File: src/rtl/ex_mdu_unit_if.sv
// EX-stage bus for ex_mdu_unit: issue signals from the decode side, EX/MEM
// results, HI/LO and the stall request back upstream.
interface ex_mdu_unit_if #(
    parameter int DATA_W     = 32,
    parameter int REG_ADDR_W = 5,
    parameter int OP_W       = 8
);
    logic                  ex_valid;
    logic                  ex_flush;
    logic [OP_W-1:0]       ex_alu_op;
    logic [DATA_W-1:0]     ex_alu_src1;
    logic [DATA_W-1:0]     ex_alu_src2;
    logic                  ex_regfile_we;
    logic [REG_ADDR_W-1:0] ex_regfile_waddr;
    logic                  ex_stall_req;
    logic                  ex_mem_valid;
    logic [DATA_W-1:0]     ex_alu_result;
    logic                  ex_mem_regfile_we;
    logic [REG_ADDR_W-1:0] ex_mem_regfile_waddr;
    logic [DATA_W-1:0]     hi;
    logic [DATA_W-1:0]     lo;
    logic                  div_by_zero;

    modport master (
        output ex_valid, ex_flush, ex_alu_op, ex_alu_src1, ex_alu_src2,
               ex_regfile_we, ex_regfile_waddr,
        input  ex_stall_req, ex_mem_valid, ex_alu_result, ex_mem_regfile_we,
               ex_mem_regfile_waddr, hi, lo, div_by_zero
    );

    modport slave (
        input  ex_valid, ex_flush, ex_alu_op, ex_alu_src1, ex_alu_src2,
               ex_regfile_we, ex_regfile_waddr,
        output ex_stall_req, ex_mem_valid, ex_alu_result, ex_mem_regfile_we,
               ex_mem_regfile_waddr, hi, lo, div_by_zero
    );
endinterface

File: src/rtl/ex_mdu_unit.sv
// Execute stage: single-cycle logic/shift ALU plus iterative MUL/DIV with HI/LO.
// Define EX_MDU_EARLY_OUT_EN to let MUL stop once the remaining multiplier bits are zero.
module ex_mdu_unit #(
    parameter int DATA_W     = 32,
    parameter int REG_ADDR_W = 5,
    parameter int OP_W       = 8
) (
    input  logic          clk,
    input  logic          rst,
    ex_mdu_unit_if.slave  bus
);
    localparam int SH_W = $clog2(DATA_W);

    localparam logic [OP_W-1:0] EXE_AND_OP   = OP_W'(8'h24);
    localparam logic [OP_W-1:0] EXE_OR_OP    = OP_W'(8'h25);
    localparam logic [OP_W-1:0] EXE_XOR_OP   = OP_W'(8'h26);
    localparam logic [OP_W-1:0] EXE_NOR_OP   = OP_W'(8'h27);
    localparam logic [OP_W-1:0] EXE_SLL_OP   = OP_W'(8'h7C);
    localparam logic [OP_W-1:0] EXE_SRL_OP   = OP_W'(8'h02);
    localparam logic [OP_W-1:0] EXE_SRA_OP   = OP_W'(8'h03);
    localparam logic [OP_W-1:0] EXE_MFHI_OP  = OP_W'(8'h10);
    localparam logic [OP_W-1:0] EXE_MTHI_OP  = OP_W'(8'h11);
    localparam logic [OP_W-1:0] EXE_MFLO_OP  = OP_W'(8'h12);
    localparam logic [OP_W-1:0] EXE_MTLO_OP  = OP_W'(8'h13);
    localparam logic [OP_W-1:0] EXE_MULT_OP  = OP_W'(8'h18);
    localparam logic [OP_W-1:0] EXE_MULTU_OP = OP_W'(8'h19);
    localparam logic [OP_W-1:0] EXE_DIV_OP   = OP_W'(8'h1A);
    localparam logic [OP_W-1:0] EXE_DIVU_OP  = OP_W'(8'h1B);

`ifdef EX_MDU_EARLY_OUT_EN
    localparam bit EARLY_OUT = 1'b1;
`else
    localparam bit EARLY_OUT = 1'b0;
`endif

    typedef enum logic [1:0] {IDLE, MUL, DIV} state_t;

    state_t                state;
    logic [SH_W-1:0]       cnt;
    logic [2*DATA_W-1:0]   mcand, prod;
    logic [DATA_W-1:0]     mplier, dvs, quo, rem;
    logic                  res_neg, rem_neg;
    logic [DATA_W-1:0]     hi_q, lo_q, result_q;
    logic [REG_ADDR_W-1:0] waddr_q;
    logic                  valid_q, we_q, dbz_q;

    logic [DATA_W-1:0]     src1, src2, mag1, mag2, alu_res;
    logic [SH_W-1:0]       sh;
    logic                  is_mul, is_div, is_signed, is_mthi, is_mtlo, alu_we;
    logic                  src1_neg, src2_neg, mul_last, div_last;
    logic [2*DATA_W-1:0]   prod_next;
    logic [DATA_W:0]       rem_shift, diff;
    logic [DATA_W-1:0]     rem_next, quo_next;

    assign src1 = bus.ex_alu_src1;
    assign src2 = bus.ex_alu_src2;
    assign sh   = src1[SH_W-1:0];

    // NOTE: every always_comb output gets a default first so no path leaves it unassigned (latch).
    always_comb begin
        alu_res   = '0;
        alu_we    = bus.ex_regfile_we;
        is_mul    = 1'b0;
        is_div    = 1'b0;
        is_signed = 1'b0;
        is_mthi   = 1'b0;
        is_mtlo   = 1'b0;
        case (bus.ex_alu_op)
            EXE_AND_OP:   alu_res = src1 & src2;
            EXE_OR_OP:    alu_res = src1 | src2;
            EXE_XOR_OP:   alu_res = src1 ^ src2;
            EXE_NOR_OP:   alu_res = ~(src1 | src2);
            EXE_SLL_OP:   alu_res = src2 << sh;
            EXE_SRL_OP:   alu_res = src2 >> sh;
            EXE_SRA_OP:   alu_res = DATA_W'($signed(src2) >>> sh);
            EXE_MFHI_OP:  alu_res = hi_q;
            EXE_MFLO_OP:  alu_res = lo_q;
            EXE_MTHI_OP:  begin alu_res = src1; alu_we = 1'b0; is_mthi = 1'b1; end
            EXE_MTLO_OP:  begin alu_res = src1; alu_we = 1'b0; is_mtlo = 1'b1; end
            EXE_MULT_OP:  begin is_mul = 1'b1; is_signed = 1'b1; end
            EXE_MULTU_OP: is_mul = 1'b1;
            EXE_DIV_OP:   begin is_div = 1'b1; is_signed = 1'b1; end
            EXE_DIVU_OP:  is_div = 1'b1;
            default:      alu_we = 1'b0;
        endcase
    end

    assign src1_neg = is_signed & src1[DATA_W-1];
    assign src2_neg = is_signed & src2[DATA_W-1];
    assign mag1     = src1_neg ? -src1 : src1;
    assign mag2     = src2_neg ? -src2 : src2;

    // One shift-add step and one restoring-division step per cycle.
    assign prod_next = prod + (mplier[0] ? mcand : '0);
    assign rem_shift = {rem, quo[DATA_W-1]};
    assign diff      = rem_shift - {1'b0, dvs};
    assign rem_next  = diff[DATA_W] ? rem_shift[DATA_W-1:0] : diff[DATA_W-1:0];
    assign quo_next  = {quo[DATA_W-2:0], ~diff[DATA_W]};
    assign div_last  = (cnt == SH_W'(DATA_W - 1));
    assign mul_last  = div_last || (EARLY_OUT && (mplier[DATA_W-1:1] == '0));

    assign bus.ex_stall_req = !bus.ex_flush &&
                              ((state != IDLE) || (bus.ex_valid && (is_mul || is_div)));

    // NOTE: sequential state uses non-blocking assignments so every register samples pre-edge values.
    always_ff @(posedge clk or posedge rst) begin
        if (rst) begin
            state    <= IDLE;
            cnt      <= '0;
            mcand    <= '0;
            prod     <= '0;
            mplier   <= '0;
            dvs      <= '0;
            quo      <= '0;
            rem      <= '0;
            res_neg  <= 1'b0;
            rem_neg  <= 1'b0;
            hi_q     <= '0;
            lo_q     <= '0;
            result_q <= '0;
            waddr_q  <= '0;
            valid_q  <= 1'b0;
            we_q     <= 1'b0;
            dbz_q    <= 1'b0;
        end else begin
            valid_q <= 1'b0;
            dbz_q   <= 1'b0;
            if (bus.ex_flush) begin
                state <= IDLE;
                cnt   <= '0;
            end else begin
                case (state)
                    IDLE: if (bus.ex_valid) begin
                        cnt     <= '0;
                        res_neg <= src1_neg ^ src2_neg;
                        rem_neg <= src1_neg;
                        if (is_mul) begin
                            mcand  <= {{DATA_W{1'b0}}, mag1};
                            mplier <= mag2;
                            prod   <= '0;
                            state  <= MUL;
                        end else if (is_div && (src2 == '0)) begin
                            hi_q     <= src1;
                            lo_q     <= '1;
                            dbz_q    <= 1'b1;
                            valid_q  <= 1'b1;
                            result_q <= '0;
                            we_q     <= 1'b0;
                            waddr_q  <= '0;
                        end else if (is_div) begin
                            dvs   <= mag2;
                            quo   <= mag1;
                            rem   <= '0;
                            state <= DIV;
                        end else begin
                            valid_q  <= 1'b1;
                            result_q <= alu_res;
                            we_q     <= alu_we;
                            waddr_q  <= bus.ex_regfile_waddr;
                            if (is_mthi) hi_q <= src1;
                            if (is_mtlo) lo_q <= src1;
                        end
                    end
                    MUL: begin
                        prod   <= prod_next;
                        mcand  <= mcand << 1;
                        mplier <= mplier >> 1;
                        cnt    <= cnt + 1'b1;
                        if (mul_last) begin
                            {hi_q, lo_q} <= res_neg ? -prod_next : prod_next;
                            state    <= IDLE;
                            cnt      <= '0;
                            valid_q  <= 1'b1;
                            result_q <= '0;
                            we_q     <= 1'b0;
                            waddr_q  <= '0;
                        end
                    end
                    DIV: begin
                        rem <= rem_next;
                        quo <= quo_next;
                        cnt <= cnt + 1'b1;
                        if (div_last) begin
                            lo_q     <= res_neg ? -quo_next : quo_next;
                            hi_q     <= rem_neg ? -rem_next : rem_next;
                            state    <= IDLE;
                            cnt      <= '0;
                            valid_q  <= 1'b1;
                            result_q <= '0;
                            we_q     <= 1'b0;
                            waddr_q  <= '0;
                        end
                    end
                    default: state <= IDLE;
                endcase
            end
        end
    end

    assign bus.ex_mem_valid         = valid_q;
    assign bus.ex_alu_result        = result_q;
    assign bus.ex_mem_regfile_we    = we_q;
    assign bus.ex_mem_regfile_waddr = waddr_q;
    assign bus.hi                   = hi_q;
    assign bus.lo                   = lo_q;
    assign bus.div_by_zero          = dbz_q;
endmodule

File: src/flat_wrapper.sv
// flat-port wrapper written by rule: the top's interface ports become plain ports
module ex_mdu_unit_flat 
#(
    parameter int DATA_W     = 32,
    parameter int REG_ADDR_W = 5,
    parameter int OP_W       = 8
)
  (clk, rst, bus_ex_valid, bus_ex_flush, bus_ex_alu_op, bus_ex_alu_src1, bus_ex_alu_src2, bus_ex_regfile_we, bus_ex_regfile_waddr, bus_ex_stall_req, bus_ex_mem_valid, bus_ex_alu_result, bus_ex_mem_regfile_we, bus_ex_mem_regfile_waddr, bus_hi, bus_lo, bus_div_by_zero);
  ex_mdu_unit_if #(.DATA_W(DATA_W), .REG_ADDR_W(REG_ADDR_W), .OP_W(OP_W)) bus_i ();
  input  logic clk;
  input  logic rst;
  input wire logic [$bits(bus_i.ex_valid)-1:0] bus_ex_valid;
  input wire logic [$bits(bus_i.ex_flush)-1:0] bus_ex_flush;
  input wire logic [$bits(bus_i.ex_alu_op)-1:0] bus_ex_alu_op;
  input wire logic [$bits(bus_i.ex_alu_src1)-1:0] bus_ex_alu_src1;
  input wire logic [$bits(bus_i.ex_alu_src2)-1:0] bus_ex_alu_src2;
  input wire logic [$bits(bus_i.ex_regfile_we)-1:0] bus_ex_regfile_we;
  input wire logic [$bits(bus_i.ex_regfile_waddr)-1:0] bus_ex_regfile_waddr;
  output wire logic [$bits(bus_i.ex_stall_req)-1:0] bus_ex_stall_req;
  output wire logic [$bits(bus_i.ex_mem_valid)-1:0] bus_ex_mem_valid;
  output wire logic [$bits(bus_i.ex_alu_result)-1:0] bus_ex_alu_result;
  output wire logic [$bits(bus_i.ex_mem_regfile_we)-1:0] bus_ex_mem_regfile_we;
  output wire logic [$bits(bus_i.ex_mem_regfile_waddr)-1:0] bus_ex_mem_regfile_waddr;
  output wire logic [$bits(bus_i.hi)-1:0] bus_hi;
  output wire logic [$bits(bus_i.lo)-1:0] bus_lo;
  output wire logic [$bits(bus_i.div_by_zero)-1:0] bus_div_by_zero;
  assign bus_i.ex_valid = bus_ex_valid;
  assign bus_i.ex_flush = bus_ex_flush;
  assign bus_i.ex_alu_op = bus_ex_alu_op;
  assign bus_i.ex_alu_src1 = bus_ex_alu_src1;
  assign bus_i.ex_alu_src2 = bus_ex_alu_src2;
  assign bus_i.ex_regfile_we = bus_ex_regfile_we;
  assign bus_i.ex_regfile_waddr = bus_ex_regfile_waddr;
  assign bus_ex_stall_req = bus_i.ex_stall_req;
  assign bus_ex_mem_valid = bus_i.ex_mem_valid;
  assign bus_ex_alu_result = bus_i.ex_alu_result;
  assign bus_ex_mem_regfile_we = bus_i.ex_mem_regfile_we;
  assign bus_ex_mem_regfile_waddr = bus_i.ex_mem_regfile_waddr;
  assign bus_hi = bus_i.hi;
  assign bus_lo = bus_i.lo;
  assign bus_div_by_zero = bus_i.div_by_zero;
  ex_mdu_unit #(.DATA_W(DATA_W), .REG_ADDR_W(REG_ADDR_W), .OP_W(OP_W)) u_core (.clk(clk), .rst(rst), .bus(bus_i));
endmodule
File: config.mk
export PLATFORM = sky130hd
export DESIGN_NAME = ex_mdu_unit_flat
export DESIGN_NICKNAME = d
export VERILOG_FILES = /design/src/rtl/ex_mdu_unit_if.sv /design/src/rtl/ex_mdu_unit.sv /design/src/flat_wrapper.sv
export SDC_FILE = /design/constraint.sdc
export NUM_CORES = 2
export LEC_CHECK = 0
export CAP_MARGIN = 20
export CORE_ASPECT_RATIO = 1.1
export CORE_MARGIN = 3
export CORE_UTILIZATION = 35
export DETAILED_ROUTE_END_ITERATION = 6
export PLACE_DENSITY = 0.59
export SYNTH_ARGS = -nofsm -noshare
export SYNTH_HDL_FRONTEND = slang
export SYNTH_SLANG_ARGS = --single-unit
export TNS_END_PERCENT = 30
File: constraint.sdc
create_clock -name clk -period 13.67 [get_ports clk]
set_input_delay 3.4175 -clock clk [delete_from_list [all_inputs] [get_ports clk]]
set_output_delay 3.4175 -clock clk [all_outputs]
set_load 0.005 [all_outputs]
## Word-level counts from Yosys, hierarchy flattened

Cells that the tools add are included.

| storage, ports and cells | value |
|---|---|
| bits in registers | 369 |
| bits in latches | 0 |
| memory bits (writable) | 0 |
| ROM bits | 0 |
| input bits | 82 |
| output and inout port bits | 105 |
| logic and storage cells | 191 |
| memories | 0 |

| cells by class | value |
|---|---|
| add/subtract/negate cells | 8 |
| $mul | 0 |
| div/mod/pow operators | 0 |
| $lt $le $gt $ge | 0 |
| eq/ne operators | 33 |
| shift operators | 3 |
| muxes and demuxes | 90 |
| bitwise gates (word level) | 11 |
| reduce and logical (&&, ||, !) cells | 29 |

Operator list:

| kind | number |
|---|---|
| $mux 32 | 34 |
| $mux 64 | 6 |
| $pmux 32 s10 | 1 |
| $pmux 32 s2 | 4 |
| $pmux 64 s2 | 2 |
| $pmux 32 s3 | 2 |
| $neg 32->32 | 4 |
| $add 64x64->64 | 1 |
| $eq 8x5->1 const B | 8 |
| $neg 64->64 | 1 |
| $mux 5 | 8 |
| $sub 33x32->33 | 1 |
| $and 32x32->32 | 1 |
| $eq 8x6->1 const B | 4 |
| $logic_not 32->1 | 1 |
| $not 32->32 | 1 |
| $or 32x32->32 | 1 |
| $shl 32x5->32 | 1 |
| $shr 32x5->32 | 1 |
| $sshr 32x5->32 | 1 |
| $xor 32x32->32 | 1 |
| $mux 1 | 22 |
| $pmux 5 s2 | 2 |
| $reduce_and 6->1 | 3 |
| other kinds (30) | 63 |

## Logic depth before layout (Yosys ltp)

| logic depth | value |
|---|---|
| depth after elaboration | 10 |
| depth in mapped cells | 25 |
| gate-level depth less buffers | 23 |

## Worst setup path before layout

OpenSTA, ideal clock, no wires.

| timing path | value |
|---|---|
| kind | input -> output |
| start point | input port bus_ex_alu_op[4] |
| end point | output port bus_ex_stall_req |
| data arrival time | 4.255 ns |
| data required time | 10.252 ns |
| slack | 5.998 ns |
| stages on the path | 6 |
| path buffers | 0 |
| path through | nor2b_1 > nand2_1 > nor2_1 > and2_1 > nand2_1 > a21oi_1 |

| on the way | value |
|---|---|
| cells in the longest elaborated chain, start to end | 7 |
| elaborated cells on any way between the ends | 12 |
| classes of those cells | eq/ne: 4; mux: 2; reduce/logical: 6 |

Ends and longest elaborated chain:

| what | line | RTL |
|---|---|---|
| from (decl) | flat_wrapper.sv:14 | `input wire logic [$bits(bus_i.ex_alu_op)-1:0] bus_ex_alu_op;` |
| $eq 8x5->1 | ex_mdu_unit.sv:68 | `case (bus.ex_alu_op)` |
| $reduce_or 2->1 (no source line) | n/a |  |
| $mux 1 | ex_mdu_unit.sv:68 |  |
| $logic_or 1x1->1 * | ex_mdu_unit.sv:103 | `((state != IDLE) \|\| (bus.ex_valid && (is_mul \|\| is_div)));` |
| $logic_and 1x1->1 * | ex_mdu_unit.sv:103 |  |
| $logic_or 1x1->1 * | ex_mdu_unit.sv:103 |  |
| $logic_and 1x1->1 * | ex_mdu_unit.sv:102 | `assign bus.ex_stall_req = !bus.ex_flush &&` |
| to (decl) | flat_wrapper.sv:19 | `output wire logic [$bits(bus_i.ex_stall_req)-1:0] bus_ex_stall_req;` |

Every way passes the cells marked *; elsewhere a longest branch is shown, timed or not.

## Worst setup path after layout

| timing path | value |
|---|---|
| start point | input port bus_ex_alu_op[2] |
| end point | output port bus_ex_stall_req |

The elaborated chain is that of the path after synthesis.

==> metrics.md <==
| Metric | Value |
|---|---|
| Die width | `about 300 um` |
| TritonCTS clock tree | `done` |
| Vias in the first global route | `roughly 31000` |
| Top delay family on crit path | `buffers and inverters` |
| CTS root buffer | `clkbuf_16` |
| Complex-gate fraction of the synthesized area | `27.28%` |
| Lkg Pwr | `~16 nW` |
| # setup viols final | `0` |
| Core ar. | `about 93000 sq um` |
| Yosys cell types | `100` |
| Avg Cell Area, Syn | `7.499 sq um` |
| Critical Path Start | `bus_ex_alu_op[2]` |
| RSZ-0062 raised after global routing | `no` |
| Failing checks | `design-rule violations` |
| Mapped cell area | `~33000 sq um` |
| Post-CTS Setup Bufs | `0` |
| Slowest cell on crit path | `clkdlybuf4s50_1` |
| CP cell instances | `clkdlybuf4s50_1 -> nor2_1 -> nand2_1 -> nor2_1 -> and2_1 -> nand2_1 -> a21oi_1 -> clkdlybuf4s50_1` |
| Clock slew at reported path FFs | `about 0.050 ns` |
| Worst Path Max Fanout | `5` |
| Sinks on the clock net | `approximately 370` |
| Largest net degree at the start of global routing | `approximately 140` |
| Xor and xnor area share after synthesis | `approximately 6.5%` |
| DRT Pass-1 Iters | `7` |
| Drt wl/cell | `roughly 24 um` |
| Post-cts sizing count | `0` |
| Critical path's largest stage delay | `0.54 ns` |
| First-pass GRT wire length | `slightly above 200000 um` |
| Asr flop ratio synth | `100.0%` |
| Syn nets | `4670` |
| Max_slew headroom | `about 22%` |
| Worst path required time | `between 10 and 15 ns` |
| Slew Limit Fails | `0` |
| Share of cells above drive strength 1 | `just under 5%` |
| Register area share after synthesis | `27.89%` |
| Gpl congestion | `about 1.0` |
| Post-route ant nets | `0` |
| DIE AREA | `about 98000 sq um` |
| Hold Path Sink | `u_core.bus.ex_alu_result[17]` |
| Syn. warnings | `0` |
| Clk buf depth | `3` |
| Final WL | `around 140000 um` |
| Initial Utilization | `approximately 36%` |
| GR Util All Layers | `27.39%` |
| Post-Synth Simple-Gate Area | `a little over a fifth` |
| CTS Hold Bufs | `0` |
| Main flop type after synthesis | `dfrtp_1` |
| Area growth syn-to-layout | `13.09%` |
| R2R Setup Slk | `about 6.4 ns` |
| Via count | `roughly 34000` |
| Post-synthesis mux area share | `~5.0%` |
| Power per cell area | `~90 nW/um^2` |
| CTS buffer count | `45` |
| Fin util | `40.15%` |
| Post-synth EDFFs | `0` |
| Outcome | `finished, violations left` |
| Min Hold Slack | `0.4721 ns` |
| Worst min path class | `register to register` |
| GR Overflow Total | `0` |
| Max Cap Viol | `0` |
| I/O Pins | `187` |
| #FFs+latches synth | `approximately 370` |
| DRC | `5` |
| Largest family of logic cells by synthesized area | `compound AO/OA/AOI/OAI gates` |
| CP startpoint kind | `primary input` |
| CP arrival | `roughly 5.5 ns` |
| Clock Skew | `between 0.04 and 0.05 ns` |
| Initial antenna violation count | `9` |
| Crit end category | `output pin` |
| # port buffers | `roughly 190` |
| Reg2Reg Depth | `20` |
| R2R Path Start | `u_core.quo[31]` |
| Crit path kind | `primary input to output pin` |
| Die Span Y | `roughly 330 um` |
| Vias/cell | `roughly 6.0` |
| Final min period | `about 8.9 ns` |
| Setup TNS | `0 ns` |
| Max IR drop VDD | `a little under 0.08 mV` |
| Row Count | `around 120` |
| Adder-cell share of the synthesized area | `under 10%` |
| Worst-Margin Slew | `~1.1 ns` |
| Final Hold Vio Count | `0` |
| Cell count after synthesis | `between 4000 and 5000` |
| Final worst-path cycle share | `between 60% and 70%` |
| DP HPWL | `approximately 110000 um` |
| Clock Latency Late Sink | `0.63 ns` |
| Final net count | `~4700` |
| WHS Path Cells | `2` |
| WP buf/inv | `2` |
| FMAX | `about 110 MHz` |
| # H-tree levels | `2` |
| DR iter-0 viols | `between 3000 and 4000` |
| Hold path start | `u_core.bus.ex_alu_result[17]` |
| Reg-to-reg endpoint | `u_core.bus.hi[12]` |
-- flip-flops by register name, indices dropped and copies added, names as in the netlist --
register	flops
u_core.mcand	64
u_core.prod	64
u_core.bus.ex_alu_result	32
u_core.bus.hi	32
u_core.bus.lo	32
u_core.dvs	32
u_core.mplier	32
u_core.quo	32
u_core.rem	32
u_core.bus.ex_mem_regfile_waddr	5
u_core.cnt	5
u_core.state	2
u_core.bus.div_by_zero	1
u_core.bus.ex_mem_regfile_we	1
u_core.bus.ex_mem_valid	1
u_core.rem_neg	1
u_core.res_neg	1
-- cells in the mapped netlist, types with 8 or more instances --
| library cell | instances | area (sq um) |
|---|---|---|
| or2_2 | 20 | 125.1 |
| xnor2_1 | 166 | 1454 |
| or3_1 | 37 | 231.5 |
| or4_1 | 15 | 112.6 |
| a21oi_1 | 327 | 1637 |
| nand2_1 | 613 | 2301 |
| nand4_1 | 35 | 219.0 |
| clkbuf_1 | 249 | 934.7 |
| a222oi_1 | 9 | 90.09 |
| o31a_1 | 11 | 96.34 |
| a221oi_1 | 52 | 455.4 |
| inv_1 | 167 | 626.9 |
| a22oi_1 | 67 | 503.0 |
| ha_1 | 171 | 2140 |
| dfrtp_1 | 369 | 9234 |
| o31ai_1 | 93 | 698.2 |
| xor2_1 | 77 | 674.4 |
| nand2b_1 | 26 | 162.7 |
| a311oi_1 | 13 | 113.9 |
| a22o_1 | 8 | 70.07 |
| o22ai_1 | 15 | 93.84 |
| nor4_1 | 28 | 175.2 |
| o221ai_1 | 15 | 131.4 |
| a21o_1 | 39 | 292.8 |
| a211oi_1 | 30 | 225.2 |
| nor2_1 | 398 | 1494 |
| nor2b_1 | 11 | 68.82 |
| nor3_1 | 69 | 345.3 |
| a221o_1 | 14 | 140.1 |
| a31oi_1 | 40 | 250.2 |
| o21ai_0 | 517 | 2587 |
| a211o_1 | 8 | 70.07 |
| buf_1 | 35 | 131.4 |
| o21a_1 | 28 | 210.2 |
| mux2i_1 | 148 | 1481 |
| and3_1 | 19 | 118.9 |
| o21bai_1 | 13 | 97.59 |
| o41ai_1 | 20 | 175.2 |
| buf_2 | 9 | 45.04 |
| nand3_1 | 160 | 800.8 |
| and4_1 | 10 | 87.58 |
| and2_1 | 84 | 525.5 |
| o21ai_1 | 14 | 70.07 |
| o211ai_1 | 38 | 285.3 |
-- power breakdown --
part           total (W)  switching [W]  internal (W)  leakage, nW
combinational   0.000846       0.000541      0.000305         10.1
sequential       0.00126       0.000101       0.00116         4.86
clock            0.00127       0.000548      0.000724        0.753
-- through the flow --
stage               instances  setup slack (ns)  total power, W  instance area (sq um)
detailed placement       5606             4.805        0.002102                  35850
finish                   5695             4.764        0.003378                  37440
global placement         5606             4.782        0.002099                  35850
CTS                      5688             4.782        0.003379                  37400
floorplan                4415          0.006987        0.001745                  33110
global route             5694             4.623        0.003521                  37440
-- worst reg2reg max path, delay by kind of cell, from the launching register on --
family,cells,cell delay (ns)
AO/OA/AOI/OAI,8,2.93
XOR/XNOR,1,0.11
adder cells (fa/ha/maj),3,0.93
buffers and inverters,3,0.60
flip-flops,1,0.40
multiplexers,1,0.32
AND/OR/NAND/NOR,4,1.74
-- cell usage in the layout, fill, tap and decap left out, types with 93 or more instances in the layout --
master,netlist,layout
a21oi_1,327,327
clkdlybuf4s50_1,0,180
dfrtp_1,369,368
ha_1,171,169
inv_1,167,166
mux2i_1,148,148
nand2_1,613,612
nand3_1,160,160
nor2_1,398,396
o21ai_0,517,517
o31ai_1,93,93
xnor2_1,166,166
-- how the worst max path moves through the flow --
stage	to	slack [ns]	cells past startpoint
after floorplan	u_core.bus.div_by_zero	0.007	1
after global placement	bus_ex_stall_req	4.78	8
after detailed placement	bus_ex_stall_req	4.81	8
after CTS	bus_ex_stall_req	4.78	8
after global routing	bus_ex_stall_req	4.62	8
final	bus_ex_stall_req	4.76	8
-- cells by family (layout without fill, tap and decap cells) --
kind of cell / after synthesis / count (layout)
other: 0 / 5
adders and majority gates: 173 / 173
DFF: 369 / 369
AOI/OAI and AO/OA: 1446 / 1446
muxes: 159 / 159
and+or+nand+nor: 1561 / 1561
xor gates and xnor gates: 244 / 244
buffers and inverters: 463 / 489
-- routing by layer --
metal	track usage (%)	routed length, um	up-vias
met5	0	0	-
met4	13.59	7741	0
met3	3.947	10540	279
met2	41.40	60260	1424
met1	38.15	60790	16510
li1	-	-	15920
-- cell type report --
| type | instances | area [sq um] |
|---|---|---|
| fillers | 9781 | 55810 |
| flip-flops and latches | 369 | 9235 |
| multi-input cells | 3583 | 22190 |
| diodes | 5 | 12.51 |
| clock inverters | 20 | 221.5 |
| inverters | 170 | 645.6 |
| repair buffers | 237 | 2242 |
| clock buffers | 62 | 1330 |
| well taps | 1249 | 1563 |
(Power assumes the default switching activity.)
